**src/rtl/wb_inst_sequencer_pkg.sv**
```systemverilog
// Shared definitions for the instruction sequencer: line width, filler word and FSM states.
package wb_inst_sequencer_pkg;

    localparam int          LINE_W       = 128;
    localparam logic [31:0] NOP_INST_DEF = 32'hF0801003;

    typedef enum logic [1:0] {
        ST_IDLE      = 2'd0,
        ST_ACK       = 2'd1,
        ST_WAIT_RES  = 2'd2,
        ST_DRAIN_CHK = 2'd3
    } seq_state_t;

    // Builds a fetch line with the served word in the low lane and filler above it.
    function automatic logic [LINE_W-1:0] fetch_line(input logic [31:0] word, input logic [31:0] nop);
        return {nop, nop, nop, word};
    endfunction

endpackage

```
**src/rtl/wb_inst_fifo.sv**
```systemverilog
// Instruction queue: power-of-two circular buffer with push/pop, full/empty and occupancy count.
module wb_inst_fifo #(
    parameter int DEPTH = 4,
    parameter int WIDTH = 32
) (
    input  logic                     i_clk,
    input  logic                     i_rst_n,
    input  logic                     i_push,
    input  logic [WIDTH-1:0]         i_data,
    input  logic                     i_pop,
    output logic [WIDTH-1:0]         o_data,
    output logic                     o_full,
    output logic                     o_empty,
    output logic [$clog2(DEPTH):0]   o_count
);
    localparam int AW = $clog2(DEPTH);

    logic [WIDTH-1:0] r_mem [DEPTH];
    logic [AW-1:0]    r_wr_ptr;
    logic [AW-1:0]    r_rd_ptr;
    logic [AW:0]      r_count;
    logic             w_do_push;
    logic             w_do_pop;

    assign o_full    = (r_count == (AW+1)'(DEPTH));
    assign o_empty   = (r_count == '0);
    assign o_count   = r_count;
    assign o_data    = r_mem[r_rd_ptr];
    assign w_do_push = i_push && !o_full;
    assign w_do_pop  = i_pop && !o_empty;

    always_ff @(posedge i_clk) begin
        if (w_do_push) begin
            r_mem[r_wr_ptr] <= i_data;
        end
    end

    // Pointers are exactly AW bits wide, so they wrap modulo DEPTH on their own.
    always_ff @(posedge i_clk or negedge i_rst_n) begin
        if (!i_rst_n) begin
            r_wr_ptr <= '0;
            r_rd_ptr <= '0;
            r_count  <= '0;
        end else begin
            if (w_do_push) r_wr_ptr <= r_wr_ptr + 1'b1;
            if (w_do_pop)  r_rd_ptr <= r_rd_ptr + 1'b1;
            case ({w_do_push, w_do_pop})
                2'b10:   r_count <= r_count + 1'b1;
                2'b01:   r_count <= r_count - 1'b1;
                default: r_count <= r_count;
            endcase
        end
    end

endmodule

```
**src/rtl/wb_inst_sequencer.sv**
```systemverilog
// Serves queued instructions to a core over Wishbone reads and captures core writes into a result slot.
// state     | meaning
// IDLE      | samples new requests and drain pulses
// ACK       | one-cycle ack (or error) response, then back to IDLE
// WAIT_RES  | write held until the result slot frees or the strobe drops
// DRAIN_CHK | one settle cycle after a drain pulse seen with no request pending
module wb_inst_sequencer
    import wb_inst_sequencer_pkg::*;
#(
    parameter int          FIFO_DEPTH = 4,
    parameter logic [31:0] NOP_INST   = NOP_INST_DEF,
    parameter int          DRAIN_NOPS = 8
) (
    input  logic              i_clk,
    input  logic              i_rst_n,
    input  logic              i_inst_valid,
    input  logic [31:0]       i_inst,
    output logic              o_inst_ready,
    input  logic              i_wb_cyc,
    input  logic              i_wb_stb,
    input  logic              i_wb_we,
    input  logic [31:0]       i_wb_adr,
    input  logic [15:0]       i_wb_sel,
    input  logic [LINE_W-1:0] i_wb_dat,
    output logic [LINE_W-1:0] o_wb_dat,
    output logic              o_wb_ack,
    output logic              o_wb_err,
    output logic              o_res_valid,
    input  logic              i_res_ready,
    output logic [31:0]       o_res_adr,
    output logic [15:0]       o_res_sel,
    output logic [LINE_W-1:0] o_res_data,
    input  logic              i_drain,
    output logic              o_busy,
    output logic [31:0]       o_fetch_pc
);
    localparam logic [7:0]        DRAIN_LOAD = 8'(DRAIN_NOPS);
    localparam logic [LINE_W-1:0] NOP_LINE   = {4{NOP_INST}};

    seq_state_t                  r_state;
    logic [7:0]                  r_drain_cnt;
    logic                        r_wb_ack;
    logic                        r_wb_err;
    logic [LINE_W-1:0]           r_wb_dat;
    logic                        r_res_valid;
    logic [31:0]                 r_res_adr;
    logic [15:0]                 r_res_sel;
    logic [LINE_W-1:0]           r_res_data;
    logic [31:0]                 r_fetch_pc;

    logic                        w_req;
    logic                        w_serve_inst;
    logic                        w_pop;
    logic                        w_fifo_full;
    logic                        w_fifo_empty;
    logic [31:0]                 w_head;
    logic [$clog2(FIFO_DEPTH):0] w_count;

    assign w_req        = i_wb_cyc && i_wb_stb;
    assign w_serve_inst = !w_fifo_empty && (r_drain_cnt == 8'd0);
    assign w_pop        = (r_state == ST_IDLE) && w_req && !i_wb_we && w_serve_inst;

    wb_inst_fifo #(
        .DEPTH (FIFO_DEPTH),
        .WIDTH (32)
    ) u_fifo (
        .i_clk   (i_clk),
        .i_rst_n (i_rst_n),
        .i_push  (i_inst_valid && o_inst_ready),
        .i_data  (i_inst),
        .i_pop   (w_pop),
        .o_data  (w_head),
        .o_full  (w_fifo_full),
        .o_empty (w_fifo_empty),
        .o_count (w_count)
    );

    always_ff @(posedge i_clk or negedge i_rst_n) begin
        if (!i_rst_n) begin
            r_state     <= ST_IDLE;
            r_drain_cnt <= 8'd0;
            r_wb_ack    <= 1'b0;
            r_wb_err    <= 1'b0;
            r_wb_dat    <= NOP_LINE;
            r_res_valid <= 1'b0;
            r_res_adr   <= '0;
            r_res_sel   <= '0;
            r_res_data  <= '0;
            r_fetch_pc  <= '0;
        end else begin
            r_wb_ack <= 1'b0;
            r_wb_err <= 1'b0;
            r_wb_dat <= NOP_LINE;
            if (r_res_valid && i_res_ready) r_res_valid <= 1'b0;
            if (i_drain) r_drain_cnt <= DRAIN_LOAD;

            case (r_state)
                ST_IDLE: begin
                    if (w_req) begin
                        if (!i_wb_we) begin
                            r_wb_ack   <= 1'b1;
                            r_fetch_pc <= i_wb_adr;
                            r_state    <= ST_ACK;
                            if (w_serve_inst) begin
                                r_wb_dat <= fetch_line(w_head, NOP_INST);
                            end else if (!i_drain && r_drain_cnt != 8'd0) begin
                                r_drain_cnt <= r_drain_cnt - 8'd1;
                            end
                        end else if (i_wb_sel == '0) begin
                            r_wb_err <= 1'b1;
                            r_state  <= ST_ACK;
                        end else if (!r_res_valid) begin
                            r_wb_ack    <= 1'b1;
                            r_res_valid <= 1'b1;
                            r_res_adr   <= i_wb_adr;
                            r_res_sel   <= i_wb_sel;
                            r_res_data  <= i_wb_dat;
                            r_state     <= ST_ACK;
                        end else begin
                            r_state <= ST_WAIT_RES;
                        end
                    end else if (i_drain) begin
                        r_state <= ST_DRAIN_CHK;
                    end
                end
                ST_WAIT_RES: begin
                    if (!w_req) begin
                        r_state <= ST_IDLE;
                    end else if (!r_res_valid) begin
                        r_wb_ack    <= 1'b1;
                        r_res_valid <= 1'b1;
                        r_res_adr   <= i_wb_adr;
                        r_res_sel   <= i_wb_sel;
                        r_res_data  <= i_wb_dat;
                        r_state     <= ST_ACK;
                    end
                end
                ST_ACK, ST_DRAIN_CHK: r_state <= ST_IDLE;
                default:              r_state <= ST_IDLE;
            endcase
        end
    end

    assign o_inst_ready = !w_fifo_full;
    assign o_wb_ack     = r_wb_ack;
    assign o_wb_err     = r_wb_err;
    assign o_wb_dat     = r_wb_dat;
    assign o_res_valid  = r_res_valid;
    assign o_res_adr    = r_res_adr;
    assign o_res_sel    = r_res_sel;
    assign o_res_data   = r_res_data;
    assign o_fetch_pc   = r_fetch_pc;
    assign o_busy       = (w_count != '0) || (r_drain_cnt != 8'd0) || (r_state != ST_IDLE);

endmodule

```
**config.mk**
```make
export PLATFORM = sky130hd
export DESIGN_NAME = wb_inst_sequencer
export DESIGN_NICKNAME = d
export VERILOG_FILES = /design/src/rtl/wb_inst_sequencer_pkg.sv /design/src/rtl/wb_inst_fifo.sv /design/src/rtl/wb_inst_sequencer.sv
export SDC_FILE = /design/constraint.sdc
export NUM_CORES = 1
export LEC_CHECK = 0
export BUFFER_PORTS_ARGS = -buffer_cell sky130_fd_sc_hd__buf_2
export CAP_MARGIN = 20
export CORE_MARGIN = 10
export CORE_UTILIZATION = 30
export CTS_CLUSTER_DIAMETER = 50
export DETAILED_ROUTE_END_ITERATION = 10
export MAX_ROUTING_LAYER = met4
export PLACE_DENSITY = 0.58
export SLEW_MARGIN = 20
export SYNTH_ARGS = -nofsm -noshare
export SYNTH_HDL_FRONTEND = slang
export SYNTH_SLANG_ARGS = --single-unit
export TNS_END_PERCENT = 30
```
**constraint.sdc**
```tcl
create_clock -name i_clk -period 5.2 [get_ports i_clk]
set_input_delay 0.52 -clock i_clk [delete_from_list [all_inputs] [get_ports i_clk]]
set_output_delay 0.52 -clock i_clk [all_outputs]
set_load 0.005 [all_outputs]
```
==> metrics.yaml <==
outcome:
  status: "finished with violations"
  violations: "hold timing"
detailed_routing:
  highest_layer: "met4"
  vias_per_cell: 4.23
  vias: 9114
  wl_per_cell_um: 19.9
  post-route-drc-count: 0
  wl_met1_um: 17200
  wl_met3_um: 3340
  drtAntennaViolNets: 0
  drtIter0Drc: 363
  drt-total-wl_um: 42900
  firstDrtPassIters: 4
  wl_met2_um: 21700
critical_path:
  critPathRequiredTime_ns: 5.64
  cp-end-kind: "flop"
  critPathLaunchType: "flop"
  max_stage_delay_ns: 0.58
  worstPathArrival_ns: 3.29
  crit_type: "flop to flop"
  crit_chain: "or4_4 > nor3_4 > nand3_2 > buf_4 > inv_1 > ha_1 > fa_1 > mux2_2"
  r2r_cells: 8
  cp_slowest_cell: "or4_4"
  critical_path_peak_fanout: 34
global_routing:
  grt_start_max_net_pins: 111
  grt_overflow: 0
  grt_pass1_wl_um: 62800
  grtUsageTotal_pct: 13.9
  grt_pass1_vias: 9740
  antenna_found_initial: 13
power:
  p_leak_nw: 8.91
  p_per_area_nw_per_um2: 515
  ir_drop_mv: 0.313
sta:
  max_slew_margin_pct: 43.7
  finalSetupTns_ns: 0
  period_share_pct: 54.9
  drv_slew: 0
  setup_violations: 0
  finalCriticalPeriod_ns: 2.86
  holdWs_ns: -0.00697
  worst_pin_slew_ns: 0.845
  rsz0062_at_grt: "false"
  finClkSkew_ns: 0.0161
  fmax_mhz: 350
  final-hold-violation-count: 3
cts:
  cts_tree: "built"
  cts.repair.resized: 0
  numCtsBuffers: 47
  cts_root_buf: "clkbuf_16"
  cts_setup_buffers: 0
  clk_latency_ns: 0.56
  clk_path_buf_depth: 3
  path_clk_slew_ns: 0.06
  htreeDepth: 2
  ctsHoldBuffers: 0
  cts_sinks: 388
synthesis:
  yosysSeqAreaShare_pct: 67.9
  synth_edf_count: 128
  avgSynthCellArea_um2: 16.0
  synth_area_leader_cell: "dfrtp_1"
  yosysWarnings: 0
  syn_inst: 956
  synth.area.top_cells: "dfrtp_1 (41%), edfxtp_1 (25%), mux2_1 (8.8%)"
  yosys_register_bits: 388
  synthArstFlopShare_pct: 67.0
  synth_top_area_share_pct: 41.3
  ys.flop_type: "dfrtp_1"
  synth_cell_types: 49
  synthesis.area_um2: 15300
floorplan:
  die_h_um: 246
  die_w_um: 246
  pin_count: 557
  row_count: 82
  start_util_pct: 30.4
  core_area_um2: 50300
  dieArea_um2: 60300
layout:
  drive_above_1_share_pct: 44.6
  final_common_cell: "buf_2"
  syn_to_final_growth_pct: 28.4
  utilization_pct: 39.0
  seqCellArea_um2: 10400
  multi_input_area_um2: 4290
  layout_common_cells: "buf_2 (459), dfrtp_1 (251), edfxtp_1 (128)"
  final_nets: 1660
  fillers: 4808
job:
  cap_violations: 0
placed_design:
  port_buffers: 460
  place_congestion: 0.791
  dp_hpwl_um: 31400
hold_path:
  worstHoldPathType: "primary input to async pin"
-- cells by family (layout without fill, tap and decap cells) --
group | Yosys count | after routing | share of synthesized area (%)
muxes | 211 | 211 | 17.9
adders and majority gates | 7 | 7 | 0.623
and+or+nand+nor | 177 | 177 | 5.71
xor gates and xnor gates | 7 | 7 | 0.402
buffers and inverters | 145 | 567 | 6.45
other | 2 | 108 | 0.0492
DFF | 388 | 388 | 67.9
AOI/OAI and AO/OA | 19 | 19 | 0.959
-- metrics by stage --
| step | hold WS [ns] | setup slack, ns | cells | area [µm²] | power (mW) |
|---|---|---|---|---|---|
| floorplan | 0.224 | 2.66 | 1050 | 15600 | 5.59 |
| global placement | 0.454 | 2.10 | 2060 | 18000 | 6.81 |
| detailed placement | 0.457 | 2.06 | 2060 | 18000 | 6.88 |
| CTS | 0.0291 | 2.30 | 2144 | 19600 | 10.3 |
| global route | 0.0549 | 2.13 | 2156 | 19600 | 10.7 |
| finish | -0.00697 | 2.34 | 2156 | 19600 | 10.1 |
-- path summary, 6_finish.rpt --
| kind | start | endpoint | slack, ns |
|---|---|---|---|
| worst max-delay path | r_drain_cnt[4]$_DFF_PN0_ | u_fifo.o_count[1]$_DFFE_PN0P_ | 2.34 |
| worst min-delay path | i_rst_n | o_res_data[53]$_DFFE_PN0P_ | -0.007 |
| worst max register to register | r_drain_cnt[4]$_DFF_PN0_ | u_fifo.o_count[1]$_DFFE_PN0P_ | 2.34 |
| worst min register to register | o_fetch_pc[3]$_DFFE_PN0P_ | o_fetch_pc[3]$_DFFE_PN0P_ | 0.47 |
| max in group asynchronous | i_rst_n | o_res_data[70]$_DFFE_PN0P_ | 3.93 |
| min in group i_clk | i_res_ready | o_res_valid$_DFF_PN0_ | 0.15 |
-- report_power, final --
group	total (mW)	switching, mW	internal, mW	leakage, nW
clock	3.35	1.26	2.09	0.781
combinational	2.24	1.11	1.13	3.78
sequential	4.50	0.401	4.10	4.34
-- synthesized netlist by cell type, types with 5 or more instances --
cell,number
buf_2,7
buf_4,107
clkbuf_1,14
dfrtp_1,252
dfstp_2,8
edfxtp_1,128
ha_1,6
inv_1,10
mux2_1,119
mux2_2,60
mux4_2,32
nand2_1,100
nor2_1,10
nor2b_1,25
nor4_1,5
or2_1,8
xnor2_1,6
-- final cells by class --
cell class | count | area share (%)
Inverter | 10 | 0.192
Sequential cell | 388 | 52.9
Timing Repair Buffer | 473 | 12.4
Clock buffer | 62 | 6.55
Clock inverter | 22 | 1.63
Antenna cell | 12 | 0.153
Multi-Input combinational cell | 517 | 21.9
Tap cell | 672 | 4.29
-- critical path: cells and delay by family, from the launching register on --
family / cells / cell delay (ns)
simple gates: 3 / 1.03
fa+ha+maj: 2 / 0.61
flops: 1 / 0.43
buf+inv: 2 / 0.40
mux: 1 / 0.26
-- state kept, by name (all words and copies together) (netlist names), 3 cells and up --
signal and count:
o_wb_dat 32, o_res_adr 32, r_drain_cnt 8, o_res_sel 16
o_res_data 128, o_fetch_pc 32, u_fifo.r_mem 128, u_fifo.o_count 3
-- metal layers --
layer / up-vias / GRT usage (%)
met1: 4582 / 15.8
li1: 4173 / -
met2: 316 / 23.3
met5: - / -
met3: 43 / 4.65
met4: 0 / 3.41
Note: power is estimated with default switching activity, not from simulation.
